[config.mk]
export PLATFORM = sky130hd
export DESIGN_NAME = demux_stream
export DESIGN_NICKNAME = d
export VERILOG_FILES = /design/src/rtl/demux_stream_pkg.sv /design/src/rtl/demux_stream_fifo.sv /design/src/rtl/demux_stream.sv
export SDC_FILE = /design/constraint.sdc
export NUM_CORES = 1
export LEC_CHECK = 0
export ABC_AREA = 1
export CAP_MARGIN = 20
export CORE_MARGIN = 4
export CORE_UTILIZATION = 50
export DETAILED_ROUTE_END_ITERATION = 12
export GPL_TIMING_DRIVEN = 0
export PLACE_DENSITY = 0.76
export SYNTH_ARGS = -nofsm -noshare
export SYNTH_HDL_FRONTEND = slang
export SYNTH_SLANG_ARGS = --single-unit
export TNS_END_PERCENT = 10
[constraint.sdc]
create_clock -name clk -period 3.65 [get_ports clk]
set_input_delay 0.5475 -clock clk [delete_from_list [all_inputs] [get_ports clk]]
set_output_delay 0.5475 -clock clk [all_outputs]
set_load 0.01 [all_outputs]
[src/rtl/demux_stream_pkg.sv]
// Shared types and constants for the demux_stream fan-out block.
package demux_stream_pkg;

  typedef enum logic [1:0] {
    IDLE  = 2'd0,
    ROUTE = 2'd1,
    DROP  = 2'd2
  } state_t;

  localparam logic MODE_SEL = 1'b0;
  localparam logic MODE_RR  = 1'b1;
  localparam int   CNT_W    = 16;

endpackage

[src/rtl/demux_stream_fifo.sv]
// Per-channel synchronous FIFO holding {last, data}; output reads as zero when empty.
module demux_stream_fifo #(
  parameter int WIDTH = 15,
  parameter int DEPTH = 2
) (
  input  logic             clk,
  input  logic             rst_n,
  input  logic             push,
  input  logic [WIDTH-1:0] wdata,
  input  logic             pop,
  output logic [WIDTH-1:0] rdata,
  output logic             full,
  output logic             empty
);

  localparam int AW = $clog2(DEPTH);

  logic [WIDTH-1:0] mem [DEPTH];
  logic [AW:0]      wptr;
  logic [AW:0]      rptr;
  logic             wr_en;
  logic             rd_en;

  assign empty = (wptr == rptr);
  assign full  = (wptr[AW] != rptr[AW]) && (wptr[AW-1:0] == rptr[AW-1:0]);
  assign rd_en = pop && !empty;
  assign wr_en = push && (!full || rd_en);
  assign rdata = empty ? '0 : mem[rptr[AW-1:0]];

  // Extra pointer MSB distinguishes full from empty without a counter.
  always_ff @(posedge clk or negedge rst_n) begin
    if (!rst_n) begin
      wptr <= '0;
      rptr <= '0;
    end else begin
      if (wr_en) wptr <= wptr + 1'b1;
      if (rd_en) rptr <= rptr + 1'b1;
    end
  end

  always_ff @(posedge clk) begin
    if (wr_en) mem[wptr[AW-1:0]] <= wdata;
  end

endmodule

[src/rtl/demux_stream.sv]
// Packet-atomic 1-to-NUMOUT stream demux (steered or round-robin) with per-output FIFOs.
// Optional statistics counters enabled by defining DEMUX_STREAM_STATS_EN.
module demux_stream
  import demux_stream_pkg::*;
#(
  parameter  int NUMOUT = 16,
  parameter  int DWIDTH = 14,
  parameter  int DEPTH  = 2,
  localparam int SWIDTH = $clog2(NUMOUT)
) (
  input  logic                     clk,
  input  logic                     rst_n,
  input  logic                     mode,
  input  logic [SWIDTH-1:0]        sel,
  input  logic [DWIDTH-1:0]        din,
  input  logic                     din_v,
  input  logic                     din_last,
  output logic                     din_rdy,
  output logic [NUMOUT*DWIDTH-1:0] dout_vec,
  output logic [NUMOUT-1:0]        dout_vec_v,
  output logic [NUMOUT-1:0]        dout_vec_last,
  input  logic [NUMOUT-1:0]        dout_vec_rdy,
  output logic                     err
`ifdef DEMUX_STREAM_STATS_EN
  ,
  output logic [CNT_W-1:0]         drop_cnt,
  output logic [NUMOUT*CNT_W-1:0]  pkt_cnt
`endif
);

  state_t            state;
  state_t            state_nxt;
  logic [SWIDTH-1:0] dst;
  logic [SWIDTH-1:0] rr_ptr;
  logic [SWIDTH-1:0] cur_dst;
  logic              pkt_mode;
  logic              cur_mode;
  logic              rdy_en;
  logic              sel_oor;
  logic              drop_now;
  logic              tgt_full;
  logic              accept;
  logic              drop_start;
  logic [NUMOUT-1:0] push;
  logic [NUMOUT-1:0] full;
  logic [NUMOUT-1:0] empty;

  assign sel_oor    = ({1'b0, sel} >= (SWIDTH+1)'(NUMOUT));
  assign drop_start = accept && (state == IDLE) && drop_now;

  always_ff @(posedge clk or negedge rst_n) begin
    if (!rst_n) state <= IDLE;
    else        state <= state_nxt;
  end

  always_comb begin
    state_nxt = state;
    if (accept) begin
      case (state)
        IDLE:        if (!din_last) state_nxt = drop_now ? DROP : ROUTE;
        ROUTE, DROP: if (din_last)  state_nxt = IDLE;
        default:     state_nxt = IDLE;
      endcase
    end
  end

  // Destination and mode come from the inputs only on a packet's first beat.
  always_comb begin
    cur_mode = (state == IDLE) ? mode : pkt_mode;
    cur_dst  = (state == IDLE) ? ((mode == MODE_RR) ? rr_ptr : sel) : dst;
    drop_now = (state == DROP) || ((state == IDLE) && (mode == MODE_SEL) && sel_oor);
    tgt_full = 1'b0;
    for (int i = 0; i < NUMOUT; i++) begin
      if (cur_dst == SWIDTH'(i)) tgt_full = full[i];
    end
    din_rdy = rdy_en && (drop_now || !tgt_full);
    accept  = din_v && din_rdy;
    push    = '0;
    for (int i = 0; i < NUMOUT; i++) begin
      push[i] = accept && !drop_now && (cur_dst == SWIDTH'(i));
    end
  end

  // rdy_en holds the input off for the first cycle after reset release.
  always_ff @(posedge clk or negedge rst_n) begin
    if (!rst_n) begin
      rdy_en   <= 1'b0;
      dst      <= '0;
      pkt_mode <= MODE_SEL;
      rr_ptr   <= '0;
      err      <= 1'b0;
    end else begin
      rdy_en <= 1'b1;
      err    <= drop_start;
      if (accept && (state == IDLE)) begin
        dst      <= cur_dst;
        pkt_mode <= mode;
      end
      if (accept && din_last && (cur_mode == MODE_RR)) begin
        rr_ptr <= (rr_ptr == SWIDTH'(NUMOUT-1)) ? '0 : rr_ptr + 1'b1;
      end
    end
  end

  for (genvar g = 0; g < NUMOUT; g++) begin : g_ch
    logic [DWIDTH:0] rdata;

    demux_stream_fifo #(
      .WIDTH(DWIDTH+1),
      .DEPTH(DEPTH)
    ) u_fifo (
      .clk   (clk),
      .rst_n (rst_n),
      .push  (push[g]),
      .wdata ({din_last, din}),
      .pop   (dout_vec_rdy[g]),
      .rdata (rdata),
      .full  (full[g]),
      .empty (empty[g])
    );

    assign dout_vec[g*DWIDTH +: DWIDTH] = rdata[DWIDTH-1:0];
    assign dout_vec_last[g]             = rdata[DWIDTH];
    assign dout_vec_v[g]                = !empty[g];
  end

`ifdef DEMUX_STREAM_STATS_EN
  always_ff @(posedge clk or negedge rst_n) begin
    if (!rst_n)                                drop_cnt <= '0;
    else if (drop_start && (drop_cnt != '1))   drop_cnt <= drop_cnt + 1'b1;
  end

  for (genvar g = 0; g < NUMOUT; g++) begin : g_stat
    logic [CNT_W-1:0] cnt;

    always_ff @(posedge clk or negedge rst_n) begin
      if (!rst_n) begin
        cnt <= '0;
      end else if (dout_vec_v[g] && dout_vec_rdy[g] && dout_vec_last[g] && (cnt != '1)) begin
        cnt <= cnt + 1'b1;
      end
    end

    assign pkt_cnt[g*CNT_W +: CNT_W] = cnt;
  end
`endif

endmodule

# ---- Word-level counts from Yosys, hierarchy flattened
# Memory sizes are Yosys's and may differ from the RTL's.
# Index checks and enable logic that the tools add are counted.
dict set report classes {
  n_addsub 33
  eq_ne 68
  muxes 72
  n_reduce_logical 126
}
# cell count
set ops {}
lappend ops {{$mux W15} 16}
lappend ops {{$logic_and A1 B1 Y1} 71}
lappend ops {{$add A2 B1 Y2 const B} 32}
lappend ops {{$mux W1} 49}
lappend ops {{$eq A4 B4 Y1 const B} 9}
lappend ops {{$logic_not A1 Y1} 34}
lappend ops {{$eq A2 B2 Y1} 16}
lappend ops {{$logic_or A1 B1 Y1} 17}
lappend ops {{$eq A1 B1 Y1} 16}
lappend ops {{$eq A4 B3 Y1 const B} 4}
lappend ops {{$ne A1 B1 Y1} 16}
lappend ops {{$mux W4} 3}
lappend ops {{$eq A4 B2 Y1 const B} 2}
lappend ops {{$mux W2} 3}
lappend ops {{$add A4 B1 Y4 const B} 1}
lappend ops {{$eq A4 B1 Y1 const B} 1}
lappend ops {{$logic_not A4 Y1} 1}
lappend ops {{$ne A2 B2 Y1 const B} 2}
lappend ops {{$pmux W2 S2} 1}
lappend ops {{$reduce_and A3 Y1} 1}
lappend ops {{$eq A2 B1 Y1 const B} 1}
lappend ops {{$eq A2 B2 Y1 const B} 1}
lappend ops {{$logic_not A2 Y1} 1}
lappend ops {{$reduce_or A2 Y1} 1}
dict set report totals {
  ff_bits 77
  ramBits 480
  out_inout_bits 258
  memories 16
}
# name words width read_ports rd_clocked_by_memory_dff write_ports line
set mem_list {}
lappend mem_list {{g_ch[0].u_fifo.mem} 2 15 1 0 1 demux_stream_fifo.sv:18} ;# logic [WIDTH-1:0] mem [DEPTH];
lappend mem_list {{g_ch[10].u_fifo.mem} 2 15 1 0 1 demux_stream_fifo.sv:18}
lappend mem_list {{g_ch[11].u_fifo.mem} 2 15 1 0 1 demux_stream_fifo.sv:18}
lappend mem_list {{g_ch[12].u_fifo.mem} 2 15 1 0 1 demux_stream_fifo.sv:18}
lappend mem_list {{g_ch[13].u_fifo.mem} 2 15 1 0 1 demux_stream_fifo.sv:18}
lappend mem_list {{g_ch[14].u_fifo.mem} 2 15 1 0 1 demux_stream_fifo.sv:18}
lappend mem_list {{+10 memories} -- -- -- -- -- --}

# ---- Depth between registers and ports, before layout
dict set report depth {
  depth_word 28
  depth_mapped 25
}

# ---- By module
# From an unflattened synthesis, not the netlist that was laid out.
dict set report unflattened {
  hier_cells 2115
  area_unflattened_um2 24254.5
}
# mod n_inst cells_each area_per_inst_um2
set by_module_without_submodules {}
lappend by_module_without_submodules {demux_stream_fifo 16 119 1430.1}
lappend by_module_without_submodules {demux_stream 1 211 1372.6}

# ---- Worst setup path after synthesis
# OpenSTA, ideal clock, no wires.
dict set report synth_path {
  path_type {flip-flop to flip-flop}
  startpoint {register state[0]}
  endpoint {memory g_ch[4].u_fifo.mem[0][0], enable pin}
  t_arrival_ps 3362
  path_slack_ps -118
  path_stages_with_launch 21
  synth_period_minus_slack_ps 3768
  path_cell_list {dfrtp_1 inv_1 ha_1 buf_2 nor2_1 inv_1 nand2_1 nor2_2 inv_2 nor2_4 inv_2 a21oi_1 inv_2 nand2_1 nand4_1 nand2_1 nand2_1 nand2_2 nand4_1 buf_2 nor3_1}
}
dict set report synth_between {
  elab_chain_cells 28
  word_cells_on_any_way 45
  cone_classes {16 x eq/ne; 19 x mux; 10 x reduce/logical}
}
# element line
set synth_lines {}
lappend synth_lines {{start, declared} demux_stream.sv:31} ;# state_t state;
lappend synth_lines {{start signal, assigned} demux_stream.sv:53} ;# else state <= state_nxt;
lappend synth_lines {{$logic_not A2 Y1} demux_stream.sv:70} ;# cur_dst = (state == IDLE) ? ((mode == MODE_RR) ? rr_ptr : sel) : dst;
lappend synth_lines {{$mux W4} demux_stream.sv:70}
lappend synth_lines {{$logic_not A4 Y1} demux_stream.sv:74} ;# if (cur_dst == SWIDTH'(i)) tgt_full = full[i];
lappend synth_lines {{$mux W1 (16 in a row)} demux_stream.sv:74}
lappend synth_lines {{$logic_not A1 Y1} demux_stream.sv:76} ;# din_rdy = rdy_en && (drop_now || !tgt_full);
lappend synth_lines {{$logic_or A1 B1 Y1} demux_stream.sv:76}
lappend synth_lines {{$logic_and A1 B1 Y1} demux_stream.sv:76}
lappend synth_lines {{$logic_and A1 B1 Y1} demux_stream.sv:77} ;# accept = din_v && din_rdy;
lappend synth_lines {{$logic_and A1 B1 Y1} demux_stream.sv:80} ;# push[i] = accept && !drop_now && (cur_dst == SWIDTH'(i));
lappend synth_lines {{$logic_and A1 B1 Y1 (*)} demux_stream.sv:80}
lappend synth_lines {{$logic_and A1 B1 Y1 (*)} demux_stream_fifo.sv:27} ;# assign wr_en = push && (!full || rd_en);
lappend synth_lines {{$mux W1 (*)} demux_stream_fifo.sv:42} ;# if (wr_en) mem[wptr[AW-1:0]] <= wdata;
lappend synth_lines {{$mux W1 (not written as such) (*)} demux_stream_fifo.sv:42}
lappend synth_lines {{end, declared} demux_stream_fifo.sv:18}
# Every way passes the cells marked *; elsewhere a longest branch is shown, timed or not.

# ---- Worst setup path after layout
dict set report layout_path {
  startpoint {register state[0]}
  endpoint {output din_rdy}
}
dict set report layout_between {
  elab_chain_cells 22
  word_cells_on_any_way 38
  cone_classes {16 x eq/ne; 17 x mux; 5 x reduce/logical}
}
# element line
set layout_lines {}
lappend layout_lines {{$logic_not A2 Y1} demux_stream.sv:70}
lappend layout_lines {{$mux W4} demux_stream.sv:70}
lappend layout_lines {{$logic_not A4 Y1} demux_stream.sv:74}
lappend layout_lines {{$mux W1 (16 in a row)} demux_stream.sv:74}
lappend layout_lines {{$logic_not A1 Y1} demux_stream.sv:76}
lappend layout_lines {{$logic_or A1 B1 Y1 (*)} demux_stream.sv:76}
lappend layout_lines {{$logic_and A1 B1 Y1 (*)} demux_stream.sv:76}
lappend layout_lines {{end, declared} demux_stream.sv:18} ;# output logic din_rdy,
# Marked as above.

==> metrics <==
1st-iter DRT viols=roughly 1400; H-Tree Depth=2; initial antenna violation count=1; HP Class=in -> reg; WL/cell=between 15 and 20 microns; IO buf count=roughly 300; Hold Slack=~0.33 ns; worst reg2reg path startpoint=state[0]; final period utilization=a little over nine tenths; synth-to-layout area growth=28.0%; Final nets=roughly 2400; cell internal pwr=roughly 16 mW; DRC=0; Final Hold Viols=0; Final Power=25.5 mW; post-synthesis cell area=0.0225 sq mm; TritonRoute pass-1 iters=6; HPWL after detailed placement=approximately 37000 microns; fraction of the mapped netlist area in compound gates=between 7 and 8%; leakage=between 10 and 15 nW; GRT overflow=0; layout cells sized above 1=roughly a tenth; combinational power share=just under 50%; synth cell count leaders=615 x nand2_1, 480 x edfxtp_1, 262 x a21oi_1, 124 x inv_1, 77 x dfrtp_1; # setup viols final=0; Cell variety after synth=32; Die Ht=between 200 and 250 microns; Initial Util=50.7%; pin count of the biggest net entering global routing=44; crit path kind=reg -> out; worst path required time=3.10 ns; CTS tree=done; worst r2r dst=g_ch[9].u_fifo.mem[1][6]; first-pass GRT wire length=86400 microns; Reg2Reg Setup Slack=roughly 0.09 ns; number of global-route vias before repair=approximately 15000; CTS Sinks=between 500 and 600; post-DR vias/cell=around 5.2; global placement routability congestion=between 0.8 and 0.9; Final Core Density=64.9%; Clock power frac=around a fifth; CTS Buffer Depth=3; num rows=77; FF-to-FF path depth=23; Final Max Tran Viols=0; net switching fraction of the power=a little under two fifths; Root Buffer=clkbuf_16; number of synthesized flops with an enable pin=between 400 and 500; adder-cell share of the synthesized area=less than 1%; Least-Margin Pin Slew=~0.94 ns; GRT Util Overall=about a quarter; Psw=~9.7 mW; largest cells by area after synthesis=edfxtp_1 64%, nand2_1 10%, dfrtp_1 8.6%, a21oi_1 5.8%, inv_1 2.1%; fin crit period=3.59 ns; Yosys top cell area share=between 60% and 70%; Max Clk Rate=278 MHz; register area share after synthesis=between 70 and 80%; crit path DAT=about 3.1 ns; multiplexer share of the synthesized area=0%; Worst Setup End Kind=primary output; remaining antenna violation count after routing=0; Skew-Pair Late Insertion Delay=0.59 ns; Post-Syn Area per Cell=between 10 and 15 sq um; worst hold endpoint=pkt_mode; Layout fillers=3220; syn_nets=roughly 2000; crit-path max FO=5; top_reg_cell synth=edfxtp_1; Die ar.=0.0484 sq mm; Critical Path Start Type=flip-flop; Slew headroom=between 30% and 40%; Hold Crit Start=mode; synth warn=0; WL final=57700 microns; register bit count reported by yosys=between 500 and 600; status=completed; DIE WIDTH=about 220 microns; Yosys top cell by area=edfxtp_1; clock-pin transition on the worst setup and hold timing paths=about 0.070 ns; # IOs=about 300; via count=between 15000 and 20000; maximum VDD drop=between 600 and 700 uV; worst hold path depth=3; Post-Synthesis Cells=1905; most frequent cell after synthesis=nand2_1; Seq pwr share=30.7%; pwr dens=just under 900 mW/mm^2; asr flop ratio synth=13.8%; RSZ-0062 raised after global routing=true; TritonCTS Buffers=54; Max-Cap Viols=0; largest family of logic cells by synthesized area=simple AND/OR/NAND/NOR gates; XOR/XNOR share of the synthesized area=2.57%; CORE AREA=roughly 0.044 sq mm; simple-gate share of the synthesized area=a little over an eighth; Setup Skew=roughly 0.019 ns
## worst max-delay path: stages, from the launching register on
cell,delay (ns)
dfrtp_1,0.40
inv_2,0.11
ha_4,0.16
buf_6,0.13
nor2_4,0.04
inv_1,0.06
nand2_2,0.08
nor2_4,0.20
inv_2,0.08
nor2_4,0.17
nand2_2,0.12
nand4_1,0.11
nand2_1,0.05
nand2_1,0.05
nand2_1,0.05
nand2_1,0.07
nand2_2,0.08
nand4_1,0.07
nand2_1,0.09
nand2_2,0.09
a21boi_2,0.07
buf_4,0.16
## per-stage QoR
stage	cells	setup TNS, ns	instance area (sq um)	setup WS [ns]
2_1_floorplan	1905	-15.90	22500	-0.118
3_3_place_gp	2793	-598.37	26200	-1.62
3_5_place_dp	2814	-356.51	26400	-1.08
4_1_cts	2931	0	28400	0.0130
5_1_grt	2952	-3.84	28800	-0.130
6_report	2953	0	28800	0.0564
## registers in the layout, indices dropped and copies added (netlist names)
register,cells
pkt_mode,1
g_ch.u_fifo.wptr,32
err,1
dst,4
g_ch.u_fifo.mem,480
rr_ptr,4
g_ch.u_fifo.rptr,32
rdy_en,1
state,2
## worst max path at each step
stage                                       start  slack (ns)  cells past startpoint                   endpoint
after CTS                                state[1]        0.01                     23  g_ch[7].u_fifo.mem[1][10]
final                                    state[0]        0.06                     21                    din_rdy
after detailed placement                     mode       -1.08                     21  g_ch[14].u_fifo.mem[1][7]
after global placement                       mode       -1.62                     18  g_ch[11].u_fifo.mem[0][5]
after global routing      g_ch[13].u_fifo.rptr[0]       -0.13                      7              dout_vec[191]
after floorplan                          state[0]       -0.12                     20   g_ch[4].u_fifo.mem[0][0]
## power by group through the flow
stage	clock (mW)	sequential, mW	combinational (mW)
3_5_place_dp	0	7.95	12.0
3_3_place_gp	0	7.93	11.8
2_1_floorplan	0	7.86	5.87
6_report	5.25	7.83	12.4
4_1_cts	5.33	7.82	12.3
5_1_grt	5.59	7.88	13.5
## per-layer routing
metal  vias to the layer above  routed length [microns]  track usage (%)  part of all wire (%)
li1                       7281                        -                -                     -
met1                      7580                    24000             32.0                    42
met2                       541                    28400             38.8                    49
met3                        90                     3970             4.03                   6.9
met4                         2                     1360             7.16                   2.4
met5                         -                       11                0                 0.019
## repair_timing
action,CTS,global route
cloned,0,2
hold buffers,1,0
resized for setup,68,31
buffers inserted,15,19
endpoints found under the hold margin,34,0
pin swaps,11,10
endpoints found under the setup margin,479,458
## layout make-up
class	instances	area (sq um)	share of cell area [%]
Buffer	73	352	1.22
Antenna cell	1	2.50	0.00870
Clock buffer	74	1520	5.28
Sequential cell	557	16300	56.8
Inverter	135	554	1.93
Multi-Input combinational cell	1140	5610	19.5
Timing Repair Buffer	354	3500	12.2
Clock inverter	27	150	0.522
Tap cell	592	741	2.58
## cells in the final DEF (no fill, tap or decap), drive strengths merged
cell type	Yosys	layout
conb	1	1
xnor2	30	30
o21bai	32	32
nand2	621	621
ha	4	4
xor2	36	36
a21boi	1	1
o21ai	13	13
inv	134	122
nand3	43	43
nand4	3	3
dlygate4sd3	0	1
edfxtp	480	480
clkbuf	60	136
nand3b	2	2
a31oi	1	1
dlymetal6s2s	0	1
nor3	9	9
a21oi	263	263
nor2	81	81
clkdlybuf4s50	0	278
dfrtp	77	77
bufinv	0	1
clkinv	1	27
diode	0	1
clkinvlp	0	12
buf	13	85
## kinds of logic after synthesis
kind of cell    Yosys count
flops                   557
other cells               1
fa+ha+maj                 4
compound gates          310
buf+inv                 208
simple gates            759
xor+xnor                 66
Power figures use the tool's default switching activity.
